===== src/rtl/switch_pkg.sv =====
// Shared types for the switch core's MAC learning/forwarding path.
//   mac_address_t      : 48-bit MAC address
//   mac_table_entry_t  : one table slot {valid, mac, port, age}; port/age use
//                        fixed 8-bit fields so the struct is parameter-independent
//   forwarding_state_t : lookup engine FSM states
//   is_group_address() : I/G bit (bit 40) of a MAC address
package switch_pkg;

  localparam int ENTRY_PORT_BITS = 8;
  localparam int ENTRY_AGE_BITS  = 8;

  typedef logic [47:0] mac_address_t;

  typedef struct packed {
    logic                      valid;
    mac_address_t              mac;
    logic [ENTRY_PORT_BITS-1:0] port;
    logic [ENTRY_AGE_BITS-1:0]  age;
  } mac_table_entry_t;

  typedef enum logic [1:0] {
    IDLE,
    SEARCH,
    LEARN,
    RESPOND
  } forwarding_state_t;

  function automatic logic is_group_address(input mac_address_t address);
    return address[40];
  endfunction

endpackage


===== src/rtl/mac_table_storage.sv =====
// MAC table register array with aging, flush and a single write port.
//   clock, reset     : core clock, synchronous active-high reset
//   age_tick         : increment age of every valid entry (saturating); entries
//                      reaching AGE_LIMIT are invalidated in the same cycle
//   flush            : invalidate every entry (beats write and age_tick)
//   write_enable/index/entry : learn write; beats age_tick on the same entry
//   read_index/read_entry    : combinational read port driven by the search pointer
//   valid_count      : registered count of valid entries (one cycle behind the table)
module mac_table_storage
  import switch_pkg::*;
#(
  parameter int TABLE_DEPTH = 16,
  parameter int AGE_WIDTH   = 4,
  parameter int AGE_LIMIT   = 15
) (
  input  logic                           clock,
  input  logic                           reset,
  input  logic                           age_tick,
  input  logic                           flush,
  input  logic                           write_enable,
  input  logic [$clog2(TABLE_DEPTH)-1:0] write_index,
  input  mac_table_entry_t               write_entry,
  input  logic [$clog2(TABLE_DEPTH)-1:0] read_index,
  output mac_table_entry_t               read_entry,
  output logic [$clog2(TABLE_DEPTH):0]   valid_count
);

  localparam int INDEX_WIDTH = $clog2(TABLE_DEPTH);
  localparam int COUNT_WIDTH = INDEX_WIDTH + 1;
  localparam logic [ENTRY_AGE_BITS-1:0] AGE_MAX    = ENTRY_AGE_BITS'((1 << AGE_WIDTH) - 1);
  localparam logic [ENTRY_AGE_BITS-1:0] AGE_EXPIRE = ENTRY_AGE_BITS'(AGE_LIMIT);

  mac_table_entry_t          entries_q    [TABLE_DEPTH];
  mac_table_entry_t          entries_next [TABLE_DEPTH];
  logic [COUNT_WIDTH-1:0]    count_next;

  always_comb begin
    for (int unsigned i = 0; i < TABLE_DEPTH; i++) begin
      entries_next[i] = entries_q[i];
      if (flush) begin
        entries_next[i].valid = 1'b0;
        entries_next[i].age   = '0;
      end else if (write_enable && write_index == INDEX_WIDTH'(i)) begin
        entries_next[i] = write_entry;
      end else if (age_tick && entries_q[i].valid) begin
        if (entries_q[i].age != AGE_MAX)
          entries_next[i].age = entries_q[i].age + 1'b1;
        if (entries_next[i].age >= AGE_EXPIRE)
          entries_next[i].valid = 1'b0;
      end
    end
  end

  always_comb begin
    count_next = '0;
    for (int unsigned i = 0; i < TABLE_DEPTH; i++)
      count_next = count_next + COUNT_WIDTH'(entries_q[i].valid);
  end

  always_ff @(posedge clock) begin
    if (reset) begin
      for (int unsigned i = 0; i < TABLE_DEPTH; i++)
        entries_q[i] <= '0;
      valid_count <= '0;
    end else begin
      for (int unsigned i = 0; i < TABLE_DEPTH; i++)
        entries_q[i] <= entries_next[i];
      valid_count <= count_next;
    end
  end

  assign read_entry = entries_q[read_index];

endmodule


===== src/rtl/mac_forwarding_engine.sv =====
// Learning/forwarding engine: accepts one header per request, scans the MAC
// table one entry per cycle, learns src->port, and returns an egress port mask
// exactly TABLE_DEPTH+2 cycles after the accepting edge.
//   clock, reset                      : core clock, synchronous active-high reset
//   lookup_valid/lookup_ready         : request handshake (ready only in IDLE)
//   lookup_destination_mac/source_mac : frame header MACs
//   lookup_source_port                : ingress port index
//   result_valid                      : one-cycle result pulse
//   result_port_mask/result_hit       : egress mask, destination found
//   age_tick, flush                   : table aging strobe, whole-table invalidate
//   table_occupancy                   : count of valid entries
module mac_forwarding_engine
  import switch_pkg::*;
#(
  parameter int NUMBER_OF_PORTS = 4,
  parameter int TABLE_DEPTH     = 16,
  parameter int AGE_WIDTH       = 4,
  parameter int AGE_LIMIT       = 15
) (
  input  logic                               clock,
  input  logic                               reset,
  input  logic                               lookup_valid,
  output logic                               lookup_ready,
  input  logic [47:0]                        lookup_destination_mac,
  input  logic [47:0]                        lookup_source_mac,
  input  logic [$clog2(NUMBER_OF_PORTS)-1:0] lookup_source_port,
  output logic                               result_valid,
  output logic [NUMBER_OF_PORTS-1:0]         result_port_mask,
  output logic                               result_hit,
  input  logic                               age_tick,
  input  logic                               flush,
  output logic [$clog2(TABLE_DEPTH):0]       table_occupancy
);

  localparam int PORT_WIDTH  = $clog2(NUMBER_OF_PORTS);
  localparam int INDEX_WIDTH = $clog2(TABLE_DEPTH);

  forwarding_state_t state_q, state_next;

  mac_address_t                dst_q, src_q;
  logic [PORT_WIDTH-1:0]       port_q;
  logic [INDEX_WIDTH-1:0]      ptr_q;
  logic                        dst_hit_q, src_hit_q, free_found_q, flushed_q;
  logic [ENTRY_PORT_BITS-1:0]  dst_port_q;
  logic [INDEX_WIDTH-1:0]      src_index_q, free_index_q, victim_index_q;
  logic [ENTRY_AGE_BITS-1:0]   victim_age_q;

  logic                        write_enable;
  logic [INDEX_WIDTH-1:0]      write_index;
  mac_table_entry_t            write_entry;
  mac_table_entry_t            read_entry;
  logic [NUMBER_OF_PORTS-1:0]  flood_mask;

  mac_table_storage #(
    .TABLE_DEPTH (TABLE_DEPTH),
    .AGE_WIDTH   (AGE_WIDTH),
    .AGE_LIMIT   (AGE_LIMIT)
  ) u_storage (
    .clock        (clock),
    .reset        (reset),
    .age_tick     (age_tick),
    .flush        (flush),
    .write_enable (write_enable),
    .write_index  (write_index),
    .write_entry  (write_entry),
    .read_index   (ptr_q),
    .read_entry   (read_entry),
    .valid_count  (table_occupancy)
  );

  always_ff @(posedge clock) begin
    if (reset) state_q <= IDLE;
    else       state_q <= state_next;
  end

  always_comb begin
    state_next   = state_q;
    lookup_ready = 1'b0;
    write_enable = 1'b0;
    write_index  = victim_index_q;
    write_entry  = '{valid: 1'b1, mac: src_q, port: ENTRY_PORT_BITS'(port_q), age: '0};
    flood_mask   = ~(NUMBER_OF_PORTS'(1) << port_q);
    if (src_hit_q)         write_index = src_index_q;
    else if (free_found_q) write_index = free_index_q;
    case (state_q)
      IDLE: begin
        lookup_ready = 1'b1;
        if (lookup_valid) state_next = SEARCH;
      end
      SEARCH: if (ptr_q == INDEX_WIDTH'(TABLE_DEPTH - 1)) state_next = LEARN;
      LEARN: begin
        write_enable = !flushed_q && !is_group_address(src_q) && (src_q != '0);
        state_next   = RESPOND;
      end
      RESPOND: state_next = IDLE;
      default: state_next = IDLE;
    endcase
  end

  // Search bookkeeping: dst/src matches, first free slot, and the oldest entry
  // (strictly-greater compare keeps the lowest index on age ties).
  always_ff @(posedge clock) begin
    if (reset) begin
      dst_q <= '0; src_q <= '0; port_q <= '0; ptr_q <= '0;
      dst_hit_q <= 1'b0; src_hit_q <= 1'b0; free_found_q <= 1'b0; flushed_q <= 1'b0;
      dst_port_q <= '0; src_index_q <= '0; free_index_q <= '0;
      victim_index_q <= '0; victim_age_q <= '0;
      result_valid <= 1'b0; result_port_mask <= '0; result_hit <= 1'b0;
    end else begin
      result_valid <= 1'b0;
      case (state_q)
        IDLE: if (lookup_valid) begin
          dst_q <= lookup_destination_mac;
          src_q <= lookup_source_mac;
          port_q <= lookup_source_port;
          ptr_q <= '0;
          dst_hit_q <= 1'b0; src_hit_q <= 1'b0; free_found_q <= 1'b0;
          victim_index_q <= '0; victim_age_q <= '0;
          flushed_q <= flush;
        end
        SEARCH: begin
          ptr_q <= ptr_q + 1'b1;
          if (flush) flushed_q <= 1'b1;
          if (read_entry.valid) begin
            if (read_entry.mac == dst_q && !dst_hit_q) begin
              dst_hit_q  <= 1'b1;
              dst_port_q <= read_entry.port;
            end
            if (read_entry.mac == src_q && !src_hit_q) begin
              src_hit_q   <= 1'b1;
              src_index_q <= ptr_q;
            end
            if (read_entry.age > victim_age_q) begin
              victim_index_q <= ptr_q;
              victim_age_q   <= read_entry.age;
            end
          end else if (!free_found_q) begin
            free_found_q <= 1'b1;
            free_index_q <= ptr_q;
          end
        end
        LEARN: if (flush) flushed_q <= 1'b1;
        RESPOND: begin
          result_valid <= 1'b1;
          if (flushed_q || flush || is_group_address(dst_q) || !dst_hit_q) begin
            result_port_mask <= flood_mask;
            result_hit       <= 1'b0;
          end else begin
            result_hit <= 1'b1;
            if (dst_port_q == ENTRY_PORT_BITS'(port_q)) result_port_mask <= '0;
            else result_port_mask <= NUMBER_OF_PORTS'(1) << dst_port_q;
          end
        end
        default: ;
      endcase
    end
  end

endmodule


===== config.mk =====
export PLATFORM = sky130hd
export DESIGN_NAME = mac_forwarding_engine
export DESIGN_NICKNAME = d
export VERILOG_FILES = /design/src/rtl/switch_pkg.sv /design/src/rtl/mac_table_storage.sv /design/src/rtl/mac_forwarding_engine.sv
export SDC_FILE = /design/constraint.sdc
export NUM_CORES = 2
export LEC_CHECK = 0
export BUFFER_PORTS_ARGS = -buffer_cell sky130_fd_sc_hd__buf_2
export CORE_MARGIN = 3
export CORE_UTILIZATION = 27
export CTS_CLUSTER_SIZE = 20
export DETAILED_ROUTE_END_ITERATION = 10
export SLEW_MARGIN = 10
export SYNTH_ARGS = -nofsm -noshare
export SYNTH_HDL_FRONTEND = slang
export SYNTH_HIERARCHICAL = 1
export SYNTH_SLANG_ARGS = --single-unit

===== constraint.sdc =====
create_clock -name clock -period 11.19 [get_ports clock]
set_clock_uncertainty 0.15 [all_clocks]
set_input_delay 2.238 -clock clock [delete_from_list [all_inputs] [get_ports clock]]
set_output_delay 2.238 -clock clock [all_outputs]
set_load 0.02 [all_outputs]

==> qor.yml <==
status:
  status: "complete, but fails checks"
  violations: "max-capacitance violations, max-slew violations"
sta:
  max_slew_margin: -0.0139
  fmax_mhz: 171
  drv_slew: 2
  tightestPinTransition_ns: 1.51
  setup_ws_ns: 5.34
  finalCritPeriodShare: 0.523
  min_period_ns: 5.85
  hold_viol: 0
  finalSetupViolCount: 0
  hold_slack_ns: 0.301
  rsz0062_at_grt: "no"
  final.setup.tns_ns: 0
synthesis:
  synth_top_area_cell: "dfxtp_1"
  synth.area.top_cells: "dfxtp_1 43%, nand2_1 15%, mux4_2 13%, a21oi_1 11%, clkbuf_1 3.2%"
  ys_seq_elements: 1187
  synth_top_family_by_area: "simple AND/OR/NAND/NOR gates"
  synth_seq_area_share: 0.431
  synth.distinct_cells: 78
  synth-adder-area-share: 0.0114
  synth_compound_area_frac: 0.139
  ys.flop_type: "dfxtp_1"
  synth_top_area_share: 0.431
  muxShareOfSynthArea: 0.142
  synth_edf_count: 0
  syn-instance-count: 6578
  async_flop_share: 0
  synth_xor_area_frac: 0.0262
  yosysWarnings: 6
  synth_area_mm2: 0.0551
  avgSynthCellArea_um2: 8.37
  synth_simple_gate_area_share: 0.200
worst_setup_path:
  timing.critical_path.mode_cell: "buf_4"
  cp_max_fo: 37
  startpoint_type: "flip-flop"
  worst-path-buf-inv: 2
  critical-path-top-delay-family: "simple AND/OR/NAND/NOR gates"
  critPathArrivalTime_ns: 6.34
  crit_path_end_kind: "flip-flop"
  critPathKind: "reg2reg"
  required_ns: 11.67
  path_cells: "nor4_1, nand4_1, nor3_2, nor4b_1, buf_4, nand3_1, nor3_1, nand2b_4, buf_4, nand2_1, a21oi_1"
  crit_slowest_cell: "nor4_1"
  regToRegEndpoint: "u_storage/entries_q[12][31]$_SDFFE_PP0P_"
  regToRegSetupSlack_ns: 5.34
  crit_path_max_incr_delay_ns: 1.36
  ff2ff_path_depth: 11
  cp-startpoint: "src_q[3]$_SDFFE_PP0P_"
  r2r-start: "src_q[3]$_SDFFE_PP0P_"
routing:
  wl_per_cell_um: 22.1
  drtAntennaViolNets: 0
  viasPerCell: 5.32
  wirelength_mm: 201
  first_pass_iters: 8
  dr.first_iter.drc_count: 5219
  num_vias: 48300
  route.detailed.drc: 0
placement:
  dp.cells: 8858
  post-place-ws_ns: 5.39
  gp_congestion: 0.905
  detailed_place_hpwl_mm: 116
  io_buffers: 114
die:
  fp.dieH_um: 458
  start_util: 0.272
  die_area_mm2: 0.209
  io_pins: 115
  fp.dieW_um: 458
  coreArea_mm2: 0.203
  rows: 165
min_path:
  whs_path_depth: 2
  hold_end: "u_storage/entries_q[3][53]$_SDFFE_PP0P_"
  hold_path_class: "reg2reg"
  min-delay-start: "u_storage/entries_q[3][53]$_SDFFE_PP0P_"
clocking:
  post_cts.repair.setup_buffers: 0
  clock_path_buffers: 3
  h-tree-depth: 3
  cts-buffers-inserted: 115
  clkTransAtPathRegs_ns: 0.07
  cts_tree: "built"
  numClockSinks: 1187
  insertion_delay_ns: 0.76
  cts_root_buf: "clkbuf_16"
  cts_resized: 0
  postCtsHoldBufs: 0
final_layout:
  syn_to_final_growth_pct: 12.1
  fin_nets: 6450
  final_cell_mix: "2176 x nand2_1, 1183 x dfxtp_1, 1156 x a21oi_1, 325 x mux4_2, 117 x clkbuf_16"
  final_cells: 9074
  drive_above_1_share: 0.122
  final_common_cell: "nand2_1"
pwr:
  leakagePower_nw: 18.9
  power.density_mw_per_mm2: 163
  p_total_mw: 10.0
  peakVddDrop_mv: 0.172
grt:
  gr-usage-all-layers: 0.183
  antenna_found_initial: 1
  grt_pass1_vias: 45500
  grt_pass1_wl_mm: 294
  grt-ovfl-total: 0
  grt_max_degree: 248
job:
  maxCapViolCount: 1
## worst max path at each step
stage / to / cells after the start
CTS: victim_age_q[6]$_SDFFE_PP0P_ / 12
global placement: u_storage/entries_q[3][53]$_SDFFE_PP0P_ / 5
floorplan: dst_port_q[0]$_SDFFE_PP0P_ / 11
global route: victim_age_q[6]$_SDFFE_PP0P_ / 12
detailed placement: u_storage/entries_q[6][48]$_SDFFE_PP0P_ / 5
finish: u_storage/entries_q[12][31]$_SDFFE_PP0P_ / 11
## layout make-up
type                    instances  area, um2
diodes                          2       5.00
clock buffers                 159       3340
clock inverters                55        815
fillers                     20900     141000
inverters                      50        188
multi-input cells            4745      29000
flip-flops and latches       1187      23800
well taps                    2672       3340
repair buffers                204       1290
## per-stage QoR
step	instance area, um2	utilization
after floorplan	55200	-
after global placement	57600	0.284
after detailed placement	57600	0.284
after CTS	61700	0.305
after global routing	61700	0.305
final	61700	0.305
## worst register-to-register path, stage by stage, from the launching register on
cell	delay [ns]
dfxtp_1	0.62
nor4_1	1.36
nand4_1	0.23
nor3_2	0.72
nor4b_1	0.15
buf_4	0.21
nand3_1	0.39
nor3_1	0.33
nand2b_4	0.52
buf_4	0.76
nand2_1	0.17
a21oi_1	0.16
## where the power goes
part | internal, mW | total (mW) | switching, mW | leakage [nW]
clock network | 2.47 | 4.27 | 1.80 | 2.04
registers | 4.31 | 4.54 | 0.236 | 9.57
logic | 0.389 | 1.23 | 0.842 | 7.31
## logic make-up after synthesis
family | Yosys count
xor+xnor | 165
fa+ha+maj | 44
mux | 376
compound gates | 1428
other cells | 2
flops | 1187
buf+inv | 683
simple gates | 2693
## routing by layer
layer / GRT usage / wire length, um
met4: 0.119 / 14800
met2: 0.302 / 93500
met5: 0 / 0
met1: 0.220 / 74900
met3: 0.0292 / 17400
## synth_stat cells, drive strengths merged (24+ instances only)
cell type,n
o21ai,84
clkbuf,467
mux2i,51
xnor2,102
a21oi,1156
nand4,59
ha,34
xor2,63
a211oi,55
nand2,2177
nor3,69
dfxtp,1187
buf,166
nor2,132
a31oi,24
nand3,73
mux4,325
nor4,51
inv,48
or3,27
## registers in the layout (all words and copies together) (netlist names), 2 cells and up
signal / cells
u_storage/entries_q: 1040
dst_q: 48
src_q: 48
dst_port_q: 8
victim_age_q: 8
u_storage/valid_count: 5
free_index_q: 4
ptr_q: 4
result_port_mask: 4
src_index_q: 4
victim_index_q: 4
port_q: 2
state_q: 2
Note: power is estimated with default switching activity, not from simulation.
